[config.mk]
export PLATFORM = sky130hd
export DESIGN_NAME = rggen_register_bus_splitter
export DESIGN_NICKNAME = d
export VERILOG_FILES = /design/src/rtl/rggen_rtl_pkg.sv /design/src/rtl/rggen_register_response_mux.sv /design/src/rtl/rggen_register_bus_splitter.sv
export SDC_FILE = /design/constraint.sdc
export NUM_CORES = 1
export LEC_CHECK = 0
export CAP_MARGIN = 5
export CORE_MARGIN = 3
export CORE_UTILIZATION = 33
export CTS_CLUSTER_DIAMETER = 60
export DETAILED_ROUTE_END_ITERATION = 6
export PLACE_DENSITY = 0.77
export SYNTH_ARGS = -nofsm -noshare
export SYNTH_HDL_FRONTEND = slang
export SYNTH_SLANG_ARGS = --single-unit
[constraint.sdc]
create_clock -name clk -period 1.9 [get_ports clk]
set_input_delay 0.38 -clock clk [delete_from_list [all_inputs] [get_ports clk]]
set_output_delay 0.38 -clock clk [all_outputs]
set_load 0.005 [all_outputs]
[src/rtl/rggen_rtl_pkg.sv]
// Shared RgGen bus types.
//   rggen_direction : access direction (READ=0, WRITE=1)
//   rggen_status    : response status (OKAY, EXOKAY, SLAVE_ERROR, DECODE_ERROR)
package rggen_rtl_pkg;

    typedef enum logic {
        RGGEN_READ  = 1'b0,
        RGGEN_WRITE = 1'b1
    } rggen_direction;

    typedef enum logic [1:0] {
        RGGEN_OKAY         = 2'd0,
        RGGEN_EXOKAY       = 2'd1,
        RGGEN_SLAVE_ERROR  = 2'd2,
        RGGEN_DECODE_ERROR = 2'd3
    } rggen_status;

endpackage

[src/rtl/rggen_register_response_mux.sv]
// Combinational response selection for the register bus splitter.
// Classifies the per-channel select vector (none / exactly one / several) and
// muxes ready, read data and status of the selected channel.
//   select, ready        : per-channel select and ready flags
//   read_data, status    : packed per-channel responses, channel i at slice i
//   select_none/multi    : no channel selected / more than one selected
//   selected_*           : ready, read data and status of the selected channel
//                          (meaningful only when exactly one is selected)
module rggen_register_response_mux
    import rggen_rtl_pkg::*;
#(
    parameter int REGISTERS  = 4,
    parameter int DATA_WIDTH = 32
)(
    input  logic [REGISTERS-1:0]            select,
    input  logic [REGISTERS-1:0]            ready,
    input  logic [REGISTERS*DATA_WIDTH-1:0] read_data,
    input  logic [REGISTERS*2-1:0]          status,
    output logic                            select_none,
    output logic                            select_multi,
    output logic                            selected_ready,
    output logic [DATA_WIDTH-1:0]           selected_read_data,
    output rggen_status                     selected_status
);

    logic [1:0] status_or;

    // Clearing the lowest set bit leaves something only if two or more were set.
    assign select_none  = ~|select;
    assign select_multi = |(select & (select - REGISTERS'(1)));

    // AND-OR mux: with a one-hot select only the chosen channel contributes.
    always_comb begin
        // NOTE: every variable driven here gets a default first, so no path
        // through the block can leave a value held and infer a latch.
        selected_ready     = 1'b0;
        selected_read_data = '0;
        status_or          = '0;
        for (int i = 0; i < REGISTERS; i++) begin
            if (select[i]) begin
                selected_ready     = selected_ready | ready[i];
                selected_read_data = selected_read_data | read_data[i*DATA_WIDTH +: DATA_WIDTH];
                status_or          = status_or | status[2*i +: 2];
            end
        end
    end

    assign selected_status = rggen_status'(status_or);

endmodule

[src/rtl/rggen_register_bus_splitter.sv]
// Splits one host register access across REGISTERS register channels.
// A host request is captured in IDLE, broadcast to every channel during
// ACCESS, and answered with a one-cycle host_ready pulse in RESPONSE.
//   clk, rst_n            : clock, asynchronous active-low reset
//   host_*                : host side request / response
//   reg_request           : per-channel request, all-ones during ACCESS
//   reg_address/direction/write_data/write_strobe : captured access, broadcast
//   reg_select/ready/read_data/status             : per-channel responses
module rggen_register_bus_splitter
    import rggen_rtl_pkg::*;
#(
    parameter int ADDRESS_WIDTH  = 16,
    parameter int DATA_WIDTH     = 32,
    parameter int REGISTERS      = 4,
    parameter int TIMEOUT_CYCLES = 16
)(
    input  logic                            clk,
    input  logic                            rst_n,
    input  logic                            host_request,
    input  logic [ADDRESS_WIDTH-1:0]        host_address,
    input  rggen_direction                  host_direction,
    input  logic [DATA_WIDTH-1:0]           host_write_data,
    input  logic [DATA_WIDTH/8-1:0]         host_write_strobe,
    output logic                            host_ready,
    output logic [DATA_WIDTH-1:0]           host_read_data,
    output rggen_status                     host_status,
    output logic [REGISTERS-1:0]            reg_request,
    output logic [ADDRESS_WIDTH-1:0]        reg_address,
    output rggen_direction                  reg_direction,
    output logic [DATA_WIDTH-1:0]           reg_write_data,
    output logic [DATA_WIDTH/8-1:0]         reg_write_strobe,
    input  logic [REGISTERS-1:0]            reg_select,
    input  logic [REGISTERS-1:0]            reg_ready,
    input  logic [REGISTERS*DATA_WIDTH-1:0] reg_read_data,
    input  logic [REGISTERS*2-1:0]          reg_status
);

    localparam int COUNTER_WIDTH = (TIMEOUT_CYCLES > 0) ? $clog2(TIMEOUT_CYCLES + 1) : 1;
    localparam int TIMEOUT_LAST  = (TIMEOUT_CYCLES > 0) ? TIMEOUT_CYCLES - 1 : 0;

    localparam logic [1:0] STATE_IDLE     = 2'd0;
    localparam logic [1:0] STATE_ACCESS   = 2'd1;
    localparam logic [1:0] STATE_RESPONSE = 2'd2;

    logic [1:0]               state;
    logic [COUNTER_WIDTH-1:0] counter;
    logic [ADDRESS_WIDTH-1:0] address;
    rggen_direction           direction;
    logic [DATA_WIDTH-1:0]    write_data;
    logic [DATA_WIDTH/8-1:0]  write_strobe;
    logic                     response_ready;
    logic [DATA_WIDTH-1:0]    response_data;
    rggen_status              response_status;

    logic                     select_none;
    logic                     select_multi;
    logic                     selected_ready;
    logic [DATA_WIDTH-1:0]    selected_read_data;
    rggen_status              selected_status;

    logic                     timeout_hit;
    logic                     complete;
    logic [DATA_WIDTH-1:0]    complete_data;
    rggen_status              complete_status;

    rggen_register_response_mux #(
        .REGISTERS  (REGISTERS),
        .DATA_WIDTH (DATA_WIDTH)
    ) u_response_mux (
        .select             (reg_select),
        .ready              (reg_ready),
        .read_data          (reg_read_data),
        .status             (reg_status),
        .select_none        (select_none),
        .select_multi       (select_multi),
        .selected_ready     (selected_ready),
        .selected_read_data (selected_read_data),
        .selected_status    (selected_status)
    );

    // A zero timeout means "wait forever"; the counter then only saturates.
    if (TIMEOUT_CYCLES > 0) begin : g_timeout
        assign timeout_hit = (counter == COUNTER_WIDTH'(TIMEOUT_LAST));
    end else begin : g_no_timeout
        assign timeout_hit = 1'b0;
    end

    // Completion priority: decode error, multi-select, channel ready, timeout.
    always_comb begin
        complete        = 1'b0;
        complete_data   = '0;
        complete_status = RGGEN_OKAY;
        if (select_none) begin
            complete        = 1'b1;
            complete_status = RGGEN_DECODE_ERROR;
        end else if (select_multi) begin
            complete        = 1'b1;
            complete_status = RGGEN_SLAVE_ERROR;
        end else if (selected_ready) begin
            complete        = 1'b1;
            complete_status = selected_status;
            complete_data   = (direction == RGGEN_WRITE) ? '0 : selected_read_data;
        end else if (timeout_hit) begin
            complete        = 1'b1;
            complete_status = RGGEN_SLAVE_ERROR;
        end
    end

    // NOTE: state and capture registers use non-blocking assignments so every
    // flop samples pre-edge values; the async reset clears them all at once.
    always_ff @(posedge clk or negedge rst_n) begin
        if (!rst_n) begin
            state           <= STATE_IDLE;
            counter         <= '0;
            address         <= '0;
            direction       <= RGGEN_READ;
            write_data      <= '0;
            write_strobe    <= '0;
            response_ready  <= 1'b0;
            response_data   <= '0;
            response_status <= RGGEN_OKAY;
        end else begin
            case (state)
                STATE_IDLE: begin
                    if (host_request) begin
                        address      <= host_address;
                        direction    <= host_direction;
                        write_data   <= host_write_data;
                        write_strobe <= host_write_strobe;
                        counter      <= '0;
                        state        <= STATE_ACCESS;
                    end
                end
                STATE_ACCESS: begin
                    if (complete) begin
                        response_ready  <= 1'b1;
                        response_data   <= complete_data;
                        response_status <= complete_status;
                        state           <= STATE_RESPONSE;
                    end else if (!(&counter)) begin
                        counter <= counter + COUNTER_WIDTH'(1);
                    end
                end
                STATE_RESPONSE: begin
                    // Clearing here keeps host_read_data at zero outside the pulse.
                    response_ready  <= 1'b0;
                    response_data   <= '0;
                    response_status <= RGGEN_OKAY;
                    state           <= STATE_IDLE;
                end
                default: begin
                    state <= STATE_IDLE;
                end
            endcase
        end
    end

    // reg_request decodes straight from the state flop so reset drops it at once.
    assign reg_request      = {REGISTERS{state == STATE_ACCESS}};
    assign reg_address      = address;
    assign reg_direction    = direction;
    assign reg_write_data   = write_data;
    assign reg_write_strobe = write_strobe;

    assign host_ready       = response_ready;
    assign host_read_data   = response_data;
    assign host_status      = response_status;

endmodule

==> impl_metrics.tcl, run 1 <==
set metrics [dict create \
    p_leak_nw 3.74 \
    layout-drive-gt1-share_pct 10.2 \
    htree_levels 3 \
    setup_viol 1 \
    max_clock_freq_ghz 0.518 \
    rsz0062_at_grt "true" \
    num_vias 4975 \
    end_kind "flop" \
    post_layout_nonfiller_instances 979 \
    start_util_pct 34.0 \
    max-vdd-ir-drop_v 0.000505 \
    worstMarginPinSlew_ns 0.373 \
    cts_num_sinks 95 \
    portBuffers 291 \
    worst_clock_skew_ns 0.00502 \
    area_growth_pct 83.8 \
    yosysSeqAreaShare_pct 52.4 \
    drt-pass1-iter-count 4 \
    crit_required_ns 2.17 \
    grt_max_degree 57 \
    path_clk_slew_ns 0.07 \
    grt_pass1_wl_um 25700 \
    synthArstFlopShare_pct 100 \
    synthCells 491 \
    die_h_um 123 \
    dp_cells 949 \
    clockBufferDepth 2 \
    drt_iter0_drc 272 \
    synth-edff-count 0 \
    fin_crit_sh_pct 102 \
    grt_pass1_vias 4976 \
    arrival_ns 2.20 \
    rrSetupSlack_ns -0.03 \
    holdCritPathClass "in2async" \
    yosys_warnings 0 \
    numCtsBuffers 9 \
    pin_count 292 \
    avgViaCountPerCell 5.08 \
    final_cell_mix "clkdlybuf4s50_1, nand2_1, dfrtp_1, buf_4, a22o_1" \
    slew_headroom_pct 75.1 \
    p_per_area_mw_per_mm2 915 \
    maxSlewViolCount 0 \
    dieArea_mm2 0.0152 \
    violations "negative setup slack" \
    hpwl_um 13400 \
    rows 42 \
    synth.avg_cell_area_um2 9.24 \
    core_area_mm2 0.0133 \
    finalCriticalPeriod_ns 1.93 \
    wl_per_cell_um 18.3 \
    syn_area_mm2 0.00454 \
    path_max_fanout 4 \
    final_common_cell "clkdlybuf4s50_1" \
    path_class "reg2reg" \
    cts-root-buf "clkbuf_16" \
    ant_nets 0 \
    insertion_delay_ns 0.34 \
    yosysTopAreaCell "dfrtp_1" \
    maxCapViolCount 0 \
    synth.distinct_cells 36 \
    routabilityCongestion 0.873 \
    synth_top_area_share_pct 52.4 \
    final_util_pct 62.4 \
    nets 999 \
    worst_setup_path_start_kind "flop" \
    synth_nets 694 \
    grt_usage_pct 21.8 \
    ys_seq_elements 95 \
    cts_tree "done" \
    worst_slack_ns -0.0317 \
    routed_wl_um 17900 \
    status "complete, but fails checks" \
    drc 0 \
    antenna_found_initial 1 \
    hold_viol 0 \
    yosys-top-cells-area "dfrtp_1, nand2_1, a22o_1" \
    grt.overflow.total 0 \
    die_w_um 123 \
    synth_ff_type "dfrtp_1" \
]
synth_stat cells (2+ instances only):
library cell    n
a211oi_1        2
a21o_1          2
a221oi_1       31
a22o_1         33
a22oi_1         8
and2_1          2
buf_1          10
buf_2           3
buf_4           6
buf_6           4
clkbuf_1       20
dfrtp_1        95
ha_1            3
inv_1           3
mux2i_1         7
nand2_1       202
nand2b_1        3
nor2_1          5
nor3_1          2
nor4b_2         2
o21ai_0         2
o22ai_1        31
or4_1           2
cell families (layout without fill, tap and decap cells):
family | after synthesis | count (layout) | share of synthesized area, %
flops | 95 | 95 | 52.4
simple gates | 223 | 223 | 19.7
compound gates | 114 | 114 | 19.8
mux | 8 | 8 | 1.88
fa+ha+maj | 3 | 3 | 0.828
other cells | 0 | 2 | 0
buf+inv | 47 | 357 | 5.16
xor+xnor | 1 | 1 | 0.193
critical path, cell delays in order, from the launching register on:
cell     delay [ns]
dfrtp_1        0.39
ha_2           0.19
and3_4         0.20
ha_4           0.15
nor2_2         0.08
nand4_1        0.18
or4_4          0.54
a21oi_2        0.13
sequential cells by signal, indices dropped and copies added, names as in the netlist:
register          count
host_read_data       32
reg_write_data       32
reg_address          16
counter               5
reg_write_strobe      4
host_status           2
state                 2
host_ready            1
reg_direction         1
layout make-up:
cell class | count | area (um^2)
diodes | 2 | 5.00
multi-input cells | 349 | 2010
fillers | 1120 | 5010
flip-flops and latches | 95 | 2380
inverters | 3 | 11.3
repair buffers | 338 | 3410
clock inverters | 7 | 85.1
clock buffers | 9 | 225
well taps | 176 | 220
path summary, 6_finish.rpt:
kind,start,end,cells past startpoint
worst min-delay path,rst_n,reg_write_data[2],2
worst min register to register,reg_write_data[24],reg_write_data[24],2
worst max register to register,counter[1],counter[2],7
worst max-delay path,counter[1],counter[2],7
max in group asynchronous,rst_n,host_read_data[13],3
min in group clk,reg_write_data[24],reg_write_data[24],2
where the power goes:
group	switching (mW)	leakage, nW	total [mW]	internal (mW)
Sequential	0.299	1.22	2.83	2.54
Combinational	1.13	2.36	2.90	1.77
Clock	0.837	0.153	1.89	1.05
metal layers:
layer  GRT usage, %  vias up  part of all wire [%]
li1               -     2334                     -
met1           24.5     2388                    36
met2           38.6      237                    52
met3           7.18       16                    10
met4           7.82        0                   1.7
met5              0        -                     0
what timing repair did:
item	in CTS	in global routing
gates cloned	0	3
hold endpoints to repair	14	0
setup buffers	2	6
gates resized for setup	5	20
setup endpoints to repair	5	40
hold buffers	1	0
pin swaps	1	6
stage by stage:
step / setup slack [ns] / power [mW] / cell area, um^2 / TNS, ns / hold slack (ns)
3_3_place_gp: -0.273 / 5.60 / 7780 / -8.76 / 0.254
3_5_place_dp: -0.329 / 5.68 / 7780 / -11.41 / 0.255
5_1_grt: -0.0915 / 8.05 / 8330 / -0.617 / 0.453
2_1_floorplan: 0.0635 / 3.75 / 4540 / 0 / 0.0844
6_report: -0.0317 / 7.63 / 8340 / -0.0317 / 0.455
4_1_cts: 0.000797 / 7.60 / 8120 / 0 / 0.438
Power figures use the tool's default switching activity.
==> run 2: changes to the inputs <==
--- a/config.mk
+++ b/config.mk
@@ -6,6 +6,7 @@
 export NUM_CORES = 1
 export LEC_CHECK = 0
 export CAP_MARGIN = 5
+export CORE_ASPECT_RATIO = 0.7
 export CORE_MARGIN = 3
 export CORE_UTILIZATION = 33
 export CTS_CLUSTER_DIAMETER = 60
==> run 2 against run 1 <==
Highest routed layer unchanged; flip-flop and latch count stayed put; the flow still finishes with violations (negative setup slack); maximum frequency is 1.1% higher; non-clock buffer count is 8 lower; worst setup slack better by 0.021 ns; largest power group is now sequential cells; clock skew is 0.0039 ns higher; final cell count is 0.10% higher; clock power is 3% lower; cell area is 1.8% lower.
==> impl_metrics.tcl, run 2 (same netlist as run 1, synthesis figures left out) <==
set metrics [dict create \
    status "complete, but fails checks" \
    violations "negative setup slack" \
    holdCritPathClass "in2async" \
    r2r_cells 7 \
    reg2reg_from "counter[1]" \
    p_per_area_mw_per_mm2 915 \
    worst_slack_ns -0.0104 \
    area_growth_pct 80.4 \
    worstMarginPinSlew_ns 0.466 \
    cts_tree "done" \
    final_cell_mix "clkdlybuf4s50_1, nand2_1, dfrtp_1, buf_4, a22o_1" \
    grt_pass1_wl_um 27700 \
    worstReg2RegEnd "counter[2]" \
    cp_num_buf_inv 0 \
    drt_iter0_drc 253 \
    power_frac_clock_pct 24.4 \
    maxCapViolCount 0 \
    critical_path.slowest_cell "or4_1" \
    cts-root-buf "clkbuf_16" \
    seqPwrFrac_pct 38.0 \
    max_clock_freq_ghz 0.523 \
    routabilityCongestion 0.901 \
    power.internal_mw 5.28 \
    preCtsSetupSlack_ns -0.426 \
    layout-drive-gt1-share_pct 9.08 \
    htree_levels 3 \
    nets 991 \
    cts_hold_buf 0 \
    crit_required_ns 2.16 \
    path_cells "ha_2 > and3_4 > ha_4 > nor2_1 > nand4_1 > or4_1 > a21oi_1" \
    clockBufferDepth 2 \
    swShare_pct 29.5 \
    finalCriticalPeriod_ns 1.91 \
    hold_viol 0 \
    setup_viol 1 \
    grt_max_degree 55 \
    path_max_fanout 4 \
    hpwl_um 13600 \
    power.switching_mw 2.21 \
    insertion_delay_ns 0.34 \
    rsz0062_at_grt "true" \
    worst_setup_path_start_kind "flop" \
    num_vias 4971 \
    antenna_found_initial 2 \
    arrival_ns 2.17 \
    slew_headroom_pct 68.9 \
    start_util_pct 34.1 \
    ant_nets 0 \
    grt.overflow.total 0 \
    core_area_mm2 0.0133 \
    critPathTopFamily "simple AND/OR/NAND/NOR gates" \
    drc 0 \
    die_h_um 104 \
    end_kind "flop" \
    final_common_cell "clkdlybuf4s50_1" \
    die_w_um 146 \
    combPwrFrac_pct 37.5 \
    max_stage_delay_ns 0.51 \
    rrSetupSlack_ns -0.01 \
    numCtsBuffers 9 \
    grt_pass1_vias 5126 \
    drt-pass1-iter-count 4 \
    worst_clock_skew_ns 0.00897 \
    fin_crit_sh_pct 101 \
    path_clk_slew_ns 0.07 \
    maxSlewViolCount 0 \
    wl_per_cell_um 17.9 \
    avgViaCountPerCell 5.07 \
    rows 35 \
    max-vdd-ir-drop_v 0.000532 \
    routed_wl_um 17600 \
    p_leak_nw 3.65 \
    pin_count 292 \
    dieArea_mm2 0.0152 \
    cts_num_sinks 95 \
    path_class "reg2reg" \
    portBuffers 291 \
    grt_usage_pct 22.4 \
    total_power_mw 7.48 \
]
==> run 2: cell count changes in the layout (fill, tap and decap cells not counted), sizes merged, moves of 2 or more <==
cell | previous run | this run
buf | 44 | 40
dlymetal6s2s | 5 | 3
clkdlybuf4s50 | 282 | 285
inv | 8 | 6
clkbuf | 12 | 9
==> run 2: worst reg2reg max path, stage by stage, from the launching register on <==
cell	delay (ns)
dfrtp_1	0.39
ha_2	0.20
and3_4	0.20
ha_4	0.16
nor2_1	0.10
nand4_1	0.16
or4_1	0.51
a21oi_1	0.13
==> run 2: area by class of cell <==
type | count | area [um^2]
sequential | 95 | 2380
timing repair buffer | 330 | 3260
clock inverter | 7 | 80.1
clock buffer | 9 | 225
fill | 1158 | 5130
multi-input combinational | 349 | 1990
inverter | 3 | 11.3
antenna | 2 | 5.00
tap | 185 | 231
==> run 2: metrics by stage <==
| step | instances | hold slack [ns] | instance area, um^2 | setup TNS, ns | utilization, % |
|---|---|---|---|---|---|
| after global placement | 954 | 0.360 | 7740 | -10.96 | 58.1 |
| after detailed placement | 954 | 0.368 | 7740 | -14.68 | 58.1 |
| after CTS | 972 | 0.00245 | 8070 | 0 | 60.6 |
| after global routing | 980 | 0.0170 | 8180 | -0.0963 | 61.5 |
| after floorplan | 491 | 0.0844 | 4540 | 0 | - |
| final | 980 | 0.00271 | 8180 | -0.0104 | 61.5 |
==> run 2: metal layers <==
metal,vias up,GRT usage (%),share of wire (%)
li1,2316,-,-
met1,2427,28.1,41
met2,208,38.7,51
met3,20,5.84,6.9
met4,0,5.44,1.2
met5,-,0,0
==> run 2: how the worst max path moves through the flow <==
stage / start / end / slack (ns) / cells after the start
detailed placement: reg_select[3] / host_read_data[4] / -0.43 / 6
floorplan: counter[0] / host_status[0] / 0.06 / 6
global route: counter[0] / counter[2] / -0.08 / 7
CTS: counter[0] / counter[2] / 0.006 / 7
finish: counter[1] / counter[2] / -0.01 / 7
global placement: reg_select[3] / host_read_data[5] / -0.32 / 6
==> run 2: repair_timing <==
action                                  CTS  global route
pin swaps                                 3             7
endpoints found under the hold margin     0             0
buffers inserted                          2             6
endpoints found under the setup margin   23            43
gates resized for setup                   5            13
==> run 2: power groups by stage <==
stage	clock network, mW	registers, mW	logic, mW
CTS	1.88	2.85	2.80
floorplan	0	2.88	0.878
detailed placement	0	2.87	2.78
global placement	0	2.85	2.72
global route	1.98	2.91	3.04
finish	1.83	2.85	2.81
==> run 3: changes to the inputs <==
--- a/config.mk
+++ b/config.mk
@@ -11,7 +11,7 @@
 export CORE_UTILIZATION = 33
 export CTS_CLUSTER_DIAMETER = 60
 export DETAILED_ROUTE_END_ITERATION = 6
-export PLACE_DENSITY = 0.77
+export PLACE_DENSITY = 0.82
 export SYNTH_ARGS = -nofsm -noshare
 export SYNTH_HDL_FRONTEND = slang
 export SYNTH_SLANG_ARGS = --single-unit
==> run 3 against run 2 <==
The flow now finishes without violations; final cell count up 0.41%; worst setup slack better by 0.033 ns; first-iteration DRC count down 8.7%; non-clock buffer count up 7; critical path depth down 4; hold slack better by 0.43 ns; routed wire length down 2.4%; maximum frequency up 1.7%; largest power group is now combinational logic; clock-buffer cell count up 1; combinational power about the same; cell area up 0.89%.
==> impl_metrics.tcl, run 3 (same netlist as run 1, synthesis figures left out) <==
set metrics [dict create \
    insertion_delay_ns 0.33 \
    rsz0062_at_grt "true" \
    num_antenna_cells 0 \
    final_common_cell "clkdlybuf4s50_1" \
    hpwl_um 13000 \
    hold_viol 0 \
    drc 0 \
    pin_count 292 \
    grt_pass1_wl_um 27100 \
    cts-root-buf "clkbuf_16" \
    wl_per_cell_um 17.4 \
    drt_iter0_drc 231 \
    fin_crit_sh_pct 98.8 \
    maxCapViolCount 0 \
    core_area_mm2 0.0133 \
    layout-drive-gt1-share_pct 10.1 \
    nets 998 \
    drt-pass1-iter-count 4 \
    setup_viol 0 \
    routabilityCongestion 0.818 \
    holdCritPathClass "in2async" \
    path_clk_slew_ns 0.07 \
    grt_usage_pct 22.0 \
    rrSetupSlack_ns 0.02 \
    slew_headroom_pct 69.2 \
    clockBufferDepth 2 \
    routed_wl_um 17100 \
    crit_required_ns 1.52 \
    status "complete, no violations" \
    htree_levels 3 \
    total_power_mw 7.61 \
    final_util_pct 62.0 \
    r2r_cells 9 \
    p_per_area_mw_per_mm2 922 \
    cts_num_sinks 95 \
    die_w_um 146 \
    avgViaCountPerCell 4.99 \
    worstReg2RegEnd "counter[2]" \
    worst_clock_skew_ns 0.00879 \
    path_class "reg2out" \
    final_cell_mix "clkdlybuf4s50_1, nand2_1, dfrtp_1, buf_4, a22o_1" \
    preCtsSetupSlack_ns -0.354 \
    cts_tree "done" \
    max_clock_freq_ghz 0.533 \
    reg2reg_from "state[1]" \
    max-vdd-ir-drop_v 0.000590 \
    start_util_pct 34.1 \
    path_max_fanout 4 \
    worstMarginPinSlew_ns 0.462 \
    end_kind "output port" \
    antenna_found_initial 0 \
    num_vias 4908 \
    p_leak_nw 3.70 \
    endpoint "reg_request[0]" \
    numCtsBuffers 9 \
    maxSlewViolCount 0 \
    rows 35 \
    grt.overflow.total 0 \
    arrival_ns 1.50 \
    worst_slack_ns 0.0223 \
    die_h_um 104 \
    grt_pass1_vias 5003 \
    dieArea_mm2 0.0152 \
    finalCriticalPeriod_ns 1.88 \
    area_growth_pct 82.0 \
    worst_setup_path_start_kind "flop" \
    ant_nets 0 \
    startpoint "state[1]" \
    grt_max_degree 84 \
    portBuffers 291 \
]
-- run 3: cell types whose count changed in the layout (fill, tap and decap cells not counted), moves of 2 or more --
| cell | previous run | this run |
|---|---|---|
| nor2_1 | 5 | 3 |
| buf_4 | 35 | 40 |
| a211oi_2 | 3 | 1 |
| diode_2 | 2 | 0 |
| inv_6 | 2 | 0 |
| a211oi_1 | 0 | 2 |
-- run 3: worst min-delay path by stage --
stage	startpoint	endpoint	slack, ns	cells after the start
global route	rst_n	reg_write_data[9]	0.44	2
CTS	rst_n	reg_write_data[9]	0.41	2
global placement	rst_n	reg_write_data[9]	0.24	1
finish	rst_n	reg_write_data[12]	0.43	2
detailed placement	rst_n	reg_write_data[9]	0.24	1
floorplan	rst_n	counter[0]	0.08	0
-- run 3: metrics by stage --
stage	std cells	area (um^2)	hold WS [ns]	TNS (ns)
3_3_place_gp	961	7800	0.238	-9.10
6_report	984	8260	0.429	0
4_1_cts	983	8190	0.408	0
5_1_grt	984	8260	0.439	-0.195
3_5_place_dp	961	7800	0.237	-11.30
2_1_floorplan	491	4540	0.0844	0
-- run 3: cell type report --
type / instances / area [um^2]
clock buffers: 10 / 239
clock inverters: 5 / 82.6
fillers: 1124 / 5060
inverters: 3 / 11.3
multi-input cells: 349 / 1990
flip-flops and latches: 95 / 2380
well taps: 185 / 231
repair buffers: 337 / 3330
-- run 3: critical path, stage by stage, from the launching register on --
cell	delay (ns)
dfrtp_1	0.41
nor2b_4	0.12
buf_4	0.14
clkdlybuf4s50_1	0.50
-- run 3: metal layers --
layer / part of all wire (%) / GRT usage (%) / routed length (um)
met1: 41 / 28.0 / 7030
met2: 48 / 36.6 / 8270
met3: 9.6 / 7.71 / 1650
met5: 0 / 0 / 0
met4: 1.1 / 4.09 / 183
-- run 3: repair_timing --
action,CTS,global route
setup buffers,6,1
gates resized for setup,5,15
setup endpoints to repair,7,43
hold endpoints to repair,12,0
pin swaps,1,0
hold buffers,1,0
-- run 3: power by group --
part / total (mW) / switching [mW] / internal [mW]
registers: 2.82 / 0.288 / 2.54
logic: 2.83 / 1.11 / 1.72
clock network: 1.95 / 0.769 / 1.19
total: 7.61 / 2.16 / 5.45
